### src/rtl/alu_pkg.sv
// Shared ALU definitions: sequencer state encoding, slice-count helper and
// the add/subtract opcode values also used by the ALU opcode decoder.
package alu_pkg;

    // Sequencer states of the multi-cycle add/subtract unit.
    typedef enum logic [1:0] {
        IDLE = 2'b00,
        RUN  = 2'b01,
        DONE = 2'b10
    } state_t;

    // Operation select values on the sub input.
    localparam logic OP_ADD = 1'b0;
    localparam logic OP_SUB = 1'b1;

    // Number of slice cycles needed for one full-width operation.
    function automatic int nslice(input int width, input int slice);
        return width / slice;
    endfunction

endpackage

### src/rtl/cla_slice.sv
// Purely combinational SLICE-bit carry-lookahead adder.
// Ports:
//   a, b   in  SLICE : operand bits
//   cin    in  1     : carry into bit 0
//   sum    out SLICE : a + b + cin (low SLICE bits)
//   cout   out 1     : carry out of bit SLICE-1
//   c_msb  out 1     : carry into bit SLICE-1 (for signed overflow)
module cla_slice #(
    parameter int SLICE = 4
) (
    input  logic [SLICE-1:0] a,
    input  logic [SLICE-1:0] b,
    input  logic             cin,
    output logic [SLICE-1:0] sum,
    output logic             cout,
    output logic             c_msb
);

    logic [SLICE-1:0] prop_s;
    logic [SLICE-1:0] gen_s;
    logic [SLICE:0]   carry_s;

    assign prop_s = a ^ b;
    assign gen_s  = a & b;

    // Full lookahead: c[i+1] = g[i] | p[i]g[i-1] | ... | p[i..0]cin, each
    // term built from a running AND of the propagates above bit j.
    always_comb begin : carry_lookahead
        logic acc_v;
        logic prod_v;
        carry_s    = {(SLICE+1){1'b0}};
        carry_s[0] = cin;
        for (int i = 0; i < SLICE; i++) begin
            acc_v  = gen_s[i];
            prod_v = prop_s[i];
            for (int j = i - 1; j >= 0; j--) begin
                acc_v  = acc_v | (prod_v & gen_s[j]);
                prod_v = prod_v & prop_s[j];
            end
            carry_s[i+1] = acc_v | (prod_v & cin);
        end
    end

    assign sum   = prop_s ^ carry_s[SLICE-1:0];
    assign cout  = carry_s[SLICE];
    assign c_msb = carry_s[SLICE-1];

endmodule

### src/rtl/cla_addsub_seq.sv
// Multi-cycle add/subtract unit: resolves one SLICE-bit CLA slice per clock,
// chaining the carry through a register, and reports carry/overflow/zero.
// Ports:
//   clk, rst_n          : clock, asynchronous active-low reset
//   start, sub, a, b, cin : request and operands, captured in IDLE/DONE
//   busy                : high while slices are being computed
//   done                : one-cycle pulse when result becomes valid
//   result, cout, overflow, zero : registered result and flags, held
//                         until the next accepted start
module cla_addsub_seq
    import alu_pkg::*;
#(
    parameter int WIDTH = 16,
    parameter int SLICE = 4
) (
    input  logic             clk,
    input  logic             rst_n,
    input  logic             start,
    input  logic             sub,
    input  logic [WIDTH-1:0] a,
    input  logic [WIDTH-1:0] b,
    input  logic             cin,
    output logic             busy,
    output logic             done,
    output logic [WIDTH-1:0] result,
    output logic             cout,
    output logic             overflow,
    output logic             zero
);

    localparam int NSLICE = nslice(WIDTH, SLICE);
    localparam int CNT_W  = (NSLICE > 1) ? $clog2(NSLICE) : 1;
    localparam logic [CNT_W-1:0] CNT_LAST = CNT_W'(NSLICE - 1);

    if (((WIDTH % SLICE) != 0) || (WIDTH < SLICE)) begin : g_param_check
        $error("cla_addsub_seq: WIDTH must be a positive multiple of SLICE");
    end

    state_t           state_r;
    logic [CNT_W-1:0] cnt_r;
    logic [WIDTH-1:0] a_r;
    logic [WIDTH-1:0] b_r;
    logic             carry_r;
    logic [WIDTH-1:0] result_r;
    logic             cout_r;
    logic             overflow_r;
    logic             zero_r;
    logic             busy_r;
    logic             done_r;

    logic [SLICE-1:0]       slice_sum_s;
    logic                   slice_cout_s;
    logic                   slice_cmsb_s;
    logic [WIDTH+SLICE-1:0] shift_cat_s;
    logic [WIDTH-1:0]       result_next_s;

    cla_slice #(
        .SLICE (SLICE)
    ) u_slice (
        .a     (a_r[SLICE-1:0]),
        .b     (b_r[SLICE-1:0]),
        .cin   (carry_r),
        .sum   (slice_sum_s),
        .cout  (slice_cout_s),
        .c_msb (slice_cmsb_s)
    );

    // New slice enters at the MSB end; the concatenation keeps this legal
    // even when the whole word is a single slice.
    assign shift_cat_s   = {slice_sum_s, result_r} >> SLICE;
    assign result_next_s = shift_cat_s[WIDTH-1:0];

    // Sequencer, operand shift registers, carry chain and registered outputs.
    always_ff @(posedge clk or negedge rst_n) begin
        if (!rst_n) begin
            state_r    <= IDLE;
            cnt_r      <= {CNT_W{1'b0}};
            a_r        <= {WIDTH{1'b0}};
            b_r        <= {WIDTH{1'b0}};
            carry_r    <= 1'b0;
            result_r   <= {WIDTH{1'b0}};
            cout_r     <= 1'b0;
            overflow_r <= 1'b0;
            zero_r     <= 1'b0;
            busy_r     <= 1'b0;
            done_r     <= 1'b0;
        end else begin
            case (state_r)
                IDLE, DONE: begin
                    done_r <= 1'b0;
                    if (start) begin
                        // Subtract is a + ~b + ~borrow_in.
                        a_r        <= a;
                        b_r        <= (sub == OP_SUB) ? ~b : b;
                        carry_r    <= (sub == OP_SUB) ? ~cin : cin;
                        cnt_r      <= {CNT_W{1'b0}};
                        result_r   <= {WIDTH{1'b0}};
                        cout_r     <= 1'b0;
                        overflow_r <= 1'b0;
                        zero_r     <= 1'b0;
                        busy_r     <= 1'b1;
                        state_r    <= RUN;
                    end else begin
                        state_r <= IDLE;
                    end
                end
                RUN: begin
                    result_r <= result_next_s;
                    a_r      <= a_r >> SLICE;
                    b_r      <= b_r >> SLICE;
                    carry_r  <= slice_cout_s;
                    if (cnt_r == CNT_LAST) begin
                        cout_r     <= slice_cout_s;
                        overflow_r <= slice_cout_s ^ slice_cmsb_s;
                        zero_r     <= (result_next_s == {WIDTH{1'b0}});
                        busy_r     <= 1'b0;
                        done_r     <= 1'b1;
                        state_r    <= DONE;
                    end else begin
                        cnt_r <= cnt_r + {{(CNT_W-1){1'b0}}, 1'b1};
                    end
                end
                default: begin
                    busy_r  <= 1'b0;
                    done_r  <= 1'b0;
                    state_r <= IDLE;
                end
            endcase
        end
    end

    assign busy     = busy_r;
    assign done     = done_r;
    assign result   = result_r;
    assign cout     = cout_r;
    assign overflow = overflow_r;
    assign zero     = zero_r;

endmodule

### config.mk
export PLATFORM = sky130hd
export DESIGN_NAME = cla_addsub_seq
export DESIGN_NICKNAME = d
export VERILOG_FILES = /design/src/rtl/alu_pkg.sv /design/src/rtl/cla_slice.sv /design/src/rtl/cla_addsub_seq.sv
export SDC_FILE = /design/constraint.sdc
export NUM_CORES = 1
export LEC_CHECK = 0
export CAP_MARGIN = 25
export CELL_PAD_IN_SITES_DETAIL_PLACEMENT = 1
export CELL_PAD_IN_SITES_GLOBAL_PLACEMENT = 2
export CORE_ASPECT_RATIO = 1.25
export CORE_UTILIZATION = 35
export DETAILED_ROUTE_END_ITERATION = 6
export HOLD_SLACK_MARGIN = 0.05
export PLACE_DENSITY = 0.89
export SYNTH_ARGS = -nofsm -noshare
export SYNTH_HDL_FRONTEND = slang
export SYNTH_HIERARCHICAL = 1
export SYNTH_SLANG_ARGS = --single-unit
### constraint.sdc
create_clock -name clk -period 3.54 [get_ports clk]
set_clock_uncertainty 0.2 [all_clocks]
set_input_delay 0.708 -clock clk [delete_from_list [all_inputs] [get_ports clk]]
set_output_delay 0.708 -clock clk [all_outputs]
set_load 0.005 [all_outputs]
# Word level (Yosys, flattened, before mapping)
# Index checks and enable logic that the tools add are counted.
dict set report classes {
  n_bitwise 32
  reduce_logical 8
  addsub 1
  muxes 28
  n_eq_ne 6
}
# op count
set op_table {}
lappend op_table {{$pmux 16 s2} 3}
lappend op_table {{$mux 16} 4}
lappend op_table {{$and 1x1->1} 16}
lappend op_table {{$logic_not 16->1} 1}
lappend op_table {{$not 16->16} 1}
lappend op_table {{$mux 1} 11}
lappend op_table {{$or 1x1->1} 10}
lappend op_table {{$pmux 1 s2} 5}
lappend op_table {{$pmux 2 s2} 2}
lappend op_table {{$xor 4x4->4} 2}
lappend op_table {{$mux 2} 3}
lappend op_table {{$ne 2x2->1 const B} 3}
lappend op_table {{$reduce_and 3->1} 2}
lappend op_table {{$and 4x4->4} 1}
lappend op_table {{$eq 2x2->1 const B} 2}
lappend op_table {{$reduce_and 2->1} 2}
lappend op_table {{$add 2x1->2 const B} 1}
lappend op_table {{$eq 2x1->1 const B} 1}
lappend op_table {{$logic_not 2->1} 1}
lappend op_table {{$reduce_bool 2->1} 1}
lappend op_table {{$reduce_or 2->1} 1}
lappend op_table {{$not 1->1} 1}
lappend op_table {{$xor 1x1->1} 1}
dict set report word_totals {
  output_inout_bits 21
  register_bits 58
  inputBits 37
}

# Logic depth before layout (Yosys ltp)
# Gate-level depths: netlist of run 1.
dict set report logic_depth {
  ltp_word 9
  depth_mapped 7
}

# Hierarchy
# Netlist of run 1, hierarchy kept.
# module area_per_inst_um2 n_inst cells_per_inst
set modules_own_cells {}
lappend modules_own_cells {cla_addsub_seq 2451.1 1 208}
lappend modules_own_cells {cla_slice 140.1 1 14}

# Least setup slack after synthesis of run 1
# No wires, ideal clock.
dict set report synth_timing {
  kind {register to register}
  start {reg a_r[0]}
  end {reg zero_r, in the netlist zero}
  setup_slack_ps 1584
  synth_period_minus_slack_ps 1956
  stages_incl_launch_ff 8
  arrival_ps 1673
  setup_ps 83
  path_buffers 0
  path_cell_list {dfrtp_1 -> ha_1 -> a211oi_2 -> nor2_1 -> xor2_1 -> nor4_1 -> nand4_1 -> o21ai_0}
}
dict set report synth_via {
  elab_chain_len 8
}
# element line_no
set synth_lines {}
lappend synth_lines {{from (decl)} cla_addsub_seq.sv:41} ;# logic [WIDTH-1:0] a_r;
lappend synth_lines {{from (signal assigned)} cla_addsub_seq.sv:78} ;# a_r <= {WIDTH{1'b0}};
lappend synth_lines {{from (signal assigned)} cla_addsub_seq.sv:109} ;# a_r <= a_r >> SLICE;
lappend synth_lines {{$and 4x4->4 / $xor 4x4->4 (equally long branches)} {cla_slice.sv:24, cla_slice.sv:23}}
lappend synth_lines {{$and 1x1->1 (on tied branches)} {cla_slice.sv:37, cla_slice.sv:38}}
lappend synth_lines {{$or 1x1->1 / $and 1x1->1 (equally long branches)} {cla_slice.sv:37, cla_slice.sv:40}}
lappend synth_lines {{$or 1x1->1 (*)} cla_slice.sv:40} ;# carry_s[i+1] = acc_v | (prod_v & cin);
lappend synth_lines {{$xor 4x4->4 (*)} cla_slice.sv:44} ;# assign sum = prop_s ^ carry_s[SLICE-1:0];
lappend synth_lines {{net slice_sum_s[2]} cla_addsub_seq.sv:51} ;# logic [SLICE-1:0] slice_sum_s;
lappend synth_lines {{$logic_not 16->1 (*)} cla_addsub_seq.sv:115} ;# zero_r <= (result_next_s == {WIDTH{1'b0}});
lappend synth_lines {{$mux 1 (*)} cla_addsub_seq.sv:112} ;# if (cnt_r == CNT_LAST) begin
lappend synth_lines {{$pmux 1 s2 (*)} cla_addsub_seq.sv:88} ;# case (state_r)
lappend synth_lines {{to (signal assigned)} cla_addsub_seq.sv:115}
lappend synth_lines {{to (decl)} cla_addsub_seq.sv:47} ;# logic zero_r;
# Mark *: on every way through the listed nets, which the timed path passes. The rest lies on a longest branch. The select of a mux whose other input is x is not followed.
# A chain may end at the register's enable or synchronous reset.

# Worst setup path in the final report of run 1
dict set report layout_timing {
  start {in sub}
  end {reg carry_r}
}
dict set report layout_via {
  elab_chain_len 3
}
# element line_no
set layout_lines {}
lappend layout_lines {{from (decl)} cla_addsub_seq.sv:19} ;# input logic sub,
lappend layout_lines {{$mux 1} cla_addsub_seq.sv:95} ;# carry_r <= (sub == OP_SUB) ? ~cin : cin;
lappend layout_lines {{$mux 1} cla_addsub_seq.sv:91} ;# if (start) begin
lappend layout_lines {{$pmux 1 s2} cla_addsub_seq.sv:88}
lappend layout_lines {{to (signal assigned)} cla_addsub_seq.sv:95}
lappend layout_lines {{to (signal assigned)} cla_addsub_seq.sv:111} ;# carry_r <= slice_cout_s;
lappend layout_lines {{to (decl)} cla_addsub_seq.sv:43} ;# logic carry_r;
# Every way passes these cells. The select of a mux whose other input is x is not followed.

==> results of run 1 <==
-- worst min path at each step --
stage,start,endpoint,slack (ps)
2_1_floorplan,rst_n,a_r[0],210
3_3_place_gp,a_r[11],a_r[11],280
3_5_place_dp,a_r[10],a_r[10],290
4_1_cts,rst_n,result[3],110
5_1_grt,rst_n,result[2],140
6_report,rst_n,result[2],110
-- flip-flops by register name, indices dropped and copies added (netlist names) --
signal / count
cnt_r: 2
cout: 1
busy: 1
overflow: 1
done: 1
b_r: 16
state_r: 1
a_r: 16
zero: 1
result: 16
carry_r: 1
-- power groups by stage --
stage                     logic (mW)  clock network (mW)  registers [mW]
after detailed placement        1.32                   0            1.17
after floorplan                0.931                   0            1.11
after CTS                       1.32               0.664            1.16
after global routing            1.46               0.696            1.20
final                           1.31               0.647            1.16
after global placement          1.27                   0            1.16
-- cell type report --
| class | count | area, sq um |
|---|---|---|
| clock buffers | 10 | 128 |
| clock inverters | 6 | 82.6 |
| fillers | 790 | 3640 |
| inverters | 2 | 7.51 |
| multi-input cells | 147 | 1060 |
| flip-flops and latches | 57 | 1430 |
| well taps | 90 | 113 |
| repair buffers | 61 | 596 |
-- metal layers --
metal  GRT usage, %  up-vias  wire, microns
met3           2.90        9            223
met5              0        -              0
met4           8.39        0             96
met2           28.7       54           2920
li1               -      927              -
met1           21.7      970           2670
-- logic make-up after synthesis --
kind of cell	Yosys count	share of synthesized area, %
buffers and inverters	18	4.06
adders and majority gates	6	3.19
DFF	57	55.0
xor gates and xnor gates	21	7.10
AOI/OAI and AO/OA	57	18.8
muxes	1	0.435
and+or+nand+nor	62	11.4
-- critical path: stages --
cell	delay (ps)
clkdlybuf4s50_1	860
xnor2_1	410
nor2_1	70
a221o_1	290
-- synthesized netlist by cell type --
cell / instances
nand3b_1: 1
xor2_1: 7
dfrtp_1: 57
buf_4: 3
ha_1: 5
nor2b_2: 1
nor4_1: 4
a211oi_2: 1
xnor2_1: 14
buf_6: 2
a22oi_1: 12
o21bai_2: 1
a221o_1: 13
nand2b_1: 1
nor2_1: 18
nand4_1: 1
or2b_1: 1
nor2_4: 1
clkbuf_1: 2
mux2_2: 1
nand3_1: 16
nand2_1: 16
a22o_1: 24
inv_1: 2
a21o_1: 1
o21ai_0: 5
buf_2: 9
fa_1: 1
nor3b_1: 1
and2b_1: 1
==> flow_metrics.tcl, run 1 <==
set metrics [dict create \
    critPathMaxFanout 17 \
    min_period_over_period_pct 65.6 \
    fin_tns_setup_ps 0 \
    syn_nets 265 \
    wl_per_cell_microns 15.9 \
    cts_made_buffers 9 \
    cp-endpoint "carry_r" \
    core_sq_mm 0.00706 \
    yosysTopAreaCellShare_pct 55.0 \
    placed_area_sq_mm 0.00321 \
    worst_pin_slew_ps 866 \
    timing.fmax_ghz 0.431 \
    timing.critical_path.from "sub" \
    whs_ps 112 \
    vias 1960 \
    layout_setup_ws_ps 1220 \
    yosys-top-cells-area "dfrtp_1, a22o_1, a221o_1" \
    worst_slew_margin_rel_pct 42.1 \
    die_x_microns 79.0 \
    switchingPower_mw 1.12 \
    grt_setup_unrepaired "no" \
    grt_pass1_wl_microns 10400 \
    cts_tree "done" \
    synth_top_area_cell "dfrtp_1" \
    clock_latency_ps 340 \
    row_count 34 \
    p_int_mw 1.99 \
    layout_commonest_cell "dfrtp_1" \
    pwr-share-clk_pct 20.8 \
    postSynthCellCount 222 \
    postSynthAreaPerCell_sq_um 11.7 \
    ir_drop_uv 289 \
    crit_path_start_kind "input pin" \
    period_minus_slack_ps 2320 \
    final_cell_mix "dfrtp_1, clkdlybuf4s50_1, a22o_1, nor2_1" \
    yosys.cell_types.count 30 \
    cts_setup_buffers 0 \
    hold_class "in -> async" \
    drt_iter0_markers 153 \
    p_leak_nw 1.53 \
    maxCapViolations 0 \
    grt_pass1_vias 2138 \
    p_seq_share_pct 37.2 \
    p_total_mw 3.11 \
    layout-drive-gt1-share_pct 8.83 \
    setup_viol 0 \
    grt_overflow 0 \
    vias_per_cell 5.25 \
    drc_errors 0 \
    swShare_pct 36.0 \
    grt_max_degree 43 \
    crit_arrival_ps 2340 \
    cts_hold_buf 0 \
    path_clk_slew_ps 70 \
    yosysWarningCount 6 \
    fin_nets 321 \
    routed_wl_microns 5920 \
    ios 58 \
    chipHeight_microns 98.2 \
    cts.sinks 57 \
    cts_resized 0 \
    grt_usage_pct 17.3 \
    power_density_mw_per_mm2 910 \
    first_pass_iters 4 \
    drv_slew 0 \
    post-route-util_pct 48.4 \
    pre_cts_ws_ps 872 \
    status "finished, final reports clean" \
    h-tree-depth 3 \
    ant_nets 0 \
    ff2ff_path_depth 7 \
    dieArea_sq_mm 0.00775 \
    hold_violations 0 \
    combPwrFrac_pct 42.0 \
    end_kind "flip-flop" \
    cts_buffer_depth 2 \
    synth_seq_cells 57 \
    final_cell_area_sq_mm 0.00342 \
    cp.required_ps 3560 \
    gp_congestion 0.727 \
    initial_utilization_pct 36.7 \
    timing.rr.start "a_r[0]" \
    numPortBuffers 57 \
    area_delta_synth_final_pct 31.9 \
    yosysSeqAreaShare_pct 55.0 \
    r2r-end "zero" \
    regToRegSetupSlack_ps 1400 \
    cts_root_buf "clkbuf_8" \
    final_cells 373 \
    antenna_found_initial 0 \
    syn_area_sq_mm 0.00259 \
    antenna_cells 0 \
    crit_type "in -> reg" \
    hpwl_microns 3950 \
    dp.cells 357 \
]
Note: power is estimated with default switching activity, not from simulation.
==> inputs of run 2 (changes only) <==
--- a/config.mk
+++ b/config.mk
@@ -9,10 +9,10 @@
 export CELL_PAD_IN_SITES_DETAIL_PLACEMENT = 1
 export CELL_PAD_IN_SITES_GLOBAL_PLACEMENT = 2
 export CORE_ASPECT_RATIO = 1.25
-export CORE_UTILIZATION = 35
+export CORE_UTILIZATION = 29
 export DETAILED_ROUTE_END_ITERATION = 6
 export HOLD_SLACK_MARGIN = 0.05
-export PLACE_DENSITY = 0.89
+export PLACE_DENSITY = 0.79
 export SYNTH_ARGS = -nofsm -noshare
 export SYNTH_HDL_FRONTEND = slang
 export SYNTH_HIERARCHICAL = 1
==> constraint.sdc (replaced) <==
create_clock -name clk -period 2.13 [get_ports clk]
set_clock_uncertainty 0.2 [all_clocks]
set_input_delay 0.426 -clock clk [delete_from_list [all_inputs] [get_ports clk]]
set_output_delay 0.426 -clock clk [all_outputs]
set_load 0.005 [all_outputs]
==> flow_metrics.tcl, run 2 (same netlist as run 1, synthesis figures left out) <==
set metrics [dict create \
    gp_congestion 0.727 \
    final_cells 408 \
    grt_pass1_wl_microns 10300 \
    multi_input_area_sq_mm 0.00106 \
    path_clk_slew_ps 70 \
    vias_per_cell 4.82 \
    layout_commonest_cell "dfrtp_1" \
    h-tree-depth 3 \
    ir_drop_uv 389 \
    chipHeight_microns 108 \
    numPortBuffers 57 \
    final_cell_mix "dfrtp_1, clkdlybuf4s50_1, a22o_1, nor2_1" \
    worst_slew_margin_rel_pct 42.3 \
    core_sq_mm 0.00865 \
    maxCapViolations 0 \
    grt_pass1_vias 2089 \
    p_total_mw 5.17 \
    hold_class "reg -> reg" \
    end_kind "flip-flop" \
    grt_overflow 0 \
    fin_nets 327 \
    crit_type "reg -> reg" \
    cts_root_buf "clkbuf_8" \
    dieArea_sq_mm 0.00932 \
    clock_latency_ps 330 \
    wl_per_cell_microns 15.3 \
    cts_buffer_depth 2 \
    grt_max_degree 58 \
    status "finished, final reports clean" \
    drt_iter0_markers 83 \
    cts.sinks 57 \
    area_delta_synth_final_pct 35.5 \
    power_density_mw_per_mm2 1470 \
    vias 1968 \
    fillers 986 \
    cp.required_ps 2180 \
    die_x_microns 86.5 \
    layout-drive-gt1-share_pct 10.1 \
    worst_pin_slew_ps 863 \
    initial_utilization_pct 29.9 \
    grt_usage_pct 14.3 \
    antenna_cells 0 \
    crit_path_start_kind "flip-flop" \
    whs_ps 297 \
    cts_made_buffers 9 \
    hpwl_microns 4230 \
    cts_tree "done" \
    ios 58 \
    row_count 38 \
    antenna_found_initial 0 \
    first_pass_iters 4 \
    period_minus_slack_ps 2020 \
    timing.fmax_ghz 0.495 \
    drc_errors 0 \
    dp.cells 392 \
    critPathMaxFanout 2 \
    seqCellArea_sq_mm 0.00143 \
    hold_violations 0 \
    min_period_over_period_pct 94.8 \
    ant_nets 0 \
    grt_setup_unrepaired "yes" \
    routed_wl_microns 6250 \
    p_leak_nw 1.57 \
    crit_arrival_ps 2070 \
    setup_viol 0 \
    drv_slew 0 \
]
## run 2: cell count changes in the layout (fill, tap and decap cells not counted), sizes merged
| cell | delta |
|---|---|
| clkinv | -1 |
| dlygate4sd3 | +1 |
| buf | +5 |
| clkbuf | +2 |
| clkinvlp | -1 |
| bufinv | -1 |
## run 2: per-layer routing
layer / vias up / track usage, % / wire, microns
met5: - / 0 / 0
met4: 0 / 6.67 / 71
met3: 8 / 2.68 / 288
met2: 54 / 23.8 / 3050
met1: 975 / 17.9 / 2840
li1: 931 / - / -
## run 2: layout make-up
type	count	area share, %
clock buffer	12	4.42
clock inverter	3	1.14
inverter	2	0.214
multi-input combinational	147	30.3
sequential	57	40.6
tap	120	4.28
timing repair buffer	67	19.0
## run 2: final timing paths
check / startpoint / to / slack (ps) / depth (start not counted)
setup reg to reg: a_r[0] / zero / 110 / 7
min in group asynchronous: rst_n / result[7] / 420 / 3
setup / recovery: a_r[0] / zero / 110 / 7
max in group asynchronous: rst_n / b_r[1] / 1030 / 3
hold / removal: result[2] / result[2] / 300 / 1
hold reg to reg: result[2] / result[2] / 300 / 1
## run 2: repair_timing
item	in CTS	in global routing
buffers inserted	0	0
hold buffers	1	0
hold endpoints to repair	57	0
pin swaps	1	1
resized for setup	1	0
endpoints found under the setup margin	1	1
## run 2: critical path: stages, from the launching register on
cell,delay (ps)
dfrtp_1,390
ha_1,310
a211oi_2,260
nor2_1,100
xor2_1,170
nor4_1,240
nand4_1,150
o21ai_1,140
## run 2: stage by stage
step	area, sq um	util [%]	TNS [ps]	setup slack, ps
2_1_floorplan	2590	-	0	174
3_3_place_gp	3310	38.2	-2710	-92.2
3_5_place_dp	3310	38.2	-3870	-129
4_1_cts	3510	40.6	0	27.2
5_1_grt	3510	40.6	-51.7	-51.7
6_report	3510	40.6	0	110
## run 2: power breakdown
group / switching [mW] / internal (mW)
clock: 0.413 / 0.594
combinational: 1.11 / 1.14
sequential: 0.354 / 1.56
==> inputs of run 3 (changes only) <==
--- a/config.mk
+++ b/config.mk
@@ -8,9 +8,10 @@
 export CAP_MARGIN = 25
 export CELL_PAD_IN_SITES_DETAIL_PLACEMENT = 1
 export CELL_PAD_IN_SITES_GLOBAL_PLACEMENT = 2
-export CORE_ASPECT_RATIO = 1.25
+export CORE_ASPECT_RATIO = 1.75
 export CORE_UTILIZATION = 29
 export DETAILED_ROUTE_END_ITERATION = 6
+export GPL_ROUTABILITY_DRIVEN = 0
 export HOLD_SLACK_MARGIN = 0.05
 export PLACE_DENSITY = 0.79
 export SYNTH_ARGS = -nofsm -noshare
==> flow_metrics.tcl, run 3 (same netlist as run 1, synthesis figures left out) <==
set metrics [dict create \
    status "complete, but fails checks" \
    violations "negative setup slack" \
    worst_pin_slew_ps 858 \
    fillers 972 \
    crit_path_start_kind "flip-flop" \
    routed_wl_microns 6450 \
    cp.required_ps 2130 \
    power_density_mw_per_mm2 1550 \
    critPathMaxStageDelay_ps 390 \
    final_cell_area_sq_mm 0.00361 \
    fin_tns_setup_ps -4.15 \
    crit_type "reg -> reg" \
    final_cell_mix "dfrtp_1, clkdlybuf4s50_1, a22o_1, nor2_1" \
    chipHeight_microns 127 \
    layout_setup_ws_ps -4.15 \
    grt_overflow 0 \
    layout-drive-gt1-share_pct 10.7 \
    ant_nets 0 \
    cts_root_buf "clkbuf_16" \
    placed_area_sq_mm 0.00330 \
    final_cells 406 \
    grt_pass1_vias 2118 \
    die_x_microns 73.5 \
    drc_errors 0 \
    ios 58 \
    numPortBuffers 57 \
    pre_cts_ws_ps -206 \
    clock_latency_ps 330 \
    vias_per_cell 4.88 \
    area_delta_synth_final_pct 39.5 \
    path_clk_slew_ps 50 \
    worst_slew_margin_rel_pct 42.6 \
    period_minus_slack_ps 2130 \
    min_period_over_period_pct 100 \
    cts_made_buffers 9 \
    end_kind "flip-flop" \
    cts_tree "done" \
    dp.cells 387 \
    hpwl_microns 4560 \
    crit_chain "ha_1, a211oi_2, o21bai_2, buf_4, a21o_1, a221o_1" \
    initial_utilization_pct 29.9 \
    row_count 45 \
    core_sq_mm 0.00867 \
    layout_commonest_cell "dfrtp_1" \
    first_pass_iters 4 \
    dieArea_sq_mm 0.00933 \
    crit_slowest_cell "dfrtp_1" \
    fin_nets 328 \
    post-route-util_pct 41.7 \
    grt_setup_unrepaired "yes" \
    h-tree-depth 3 \
    antenna_cells 0 \
    antenna_found_initial 0 \
    hold_violations 0 \
    p_leak_nw 1.62 \
    grt_usage_pct 15.2 \
    vias 1982 \
    wl_per_cell_microns 15.9 \
    timing.fmax_ghz 0.469 \
    critPathMaxFanout 3 \
    grt_pass1_wl_microns 10400 \
    maxCapViolations 0 \
    cts_buffer_depth 2 \
    hold_class "reg -> reg" \
    grt_max_degree 42 \
    drt_iter0_markers 140 \
    setup_viol 1 \
    cts.sinks 57 \
    ir_drop_uv 516 \
    drv_slew 0 \
    crit_arrival_ps 2130 \
]
[run 3: what timing repair did]
| action | 4_1_cts | 5_1_grt |
|---|---|---|
| setup endpoints to repair | 2 | 2 |
| gates resized for setup | 1 | 0 |
| pin swaps | 6 | 5 |
| endpoints found under the hold margin | 16 | 0 |
| buffers inserted | 3 | 0 |
| cloned | 0 | 0 |
| hold buffers | 1 | 0 |
[run 3: where the power goes]
part / internal (mW) / leakage, nW / switching, mW
Sequential: 1.56 / 0.728 / 0.362
Clock: 0.866 / 0.144 / 0.462
Combinational: 1.21 / 0.747 / 1.14
[run 3: routing by layer]
metal / vias up / wire length, microns / global-route usage, %
li1: 933 / - / -
met1: 974 / 2530 / 16.8
met2: 56 / 3430 / 25.6
met3: 19 / 234 / 3.08
met4: 0 / 261 / 10.4
met5: - / 0 / 0
[run 3: path summary, 6_finish.rpt]
path | slack, ps | cells past startpoint | start | to
worst max-delay path | -4 | 6 | a_r[0] | carry_r
worst min-delay path | 290 | 1 | result[0] | result[0]
worst max register to register | -4 | 6 | a_r[0] | carry_r
worst min register to register | 290 | 1 | result[0] | result[0]
max in group asynchronous | 800 | 3 | rst_n | a_r[10]
min in group asynchronous | 370 | 2 | rst_n | cnt_r[1]
[run 3: layout make-up]
class	instances	area (sq um)	area share (%)
Sequential cell	57	1430	39.5
Multi-Input combinational cell	147	1060	29.5
Timing Repair Buffer	68	688	19.0
Clock buffer	12	267	7.37
Tap cell	117	146	4.05
Clock inverter	3	15.0	0.415
Inverter	2	7.51	0.208
[run 3: per-stage QoR]
step,power [mW],hold WS [ps]
after floorplan,3.39,-69.6
after global placement,4.11,179
after detailed placement,4.26,185
after CTS,5.67,300
after global routing,5.99,311
final,5.60,291
[run 3: critical path, delay by kind of cell, from the launching register on]
kind | cells | cell delay, ps
compound gates | 4 | 960
flops | 1 | 390
fa+ha+maj | 1 | 300
buf+inv | 1 | 150
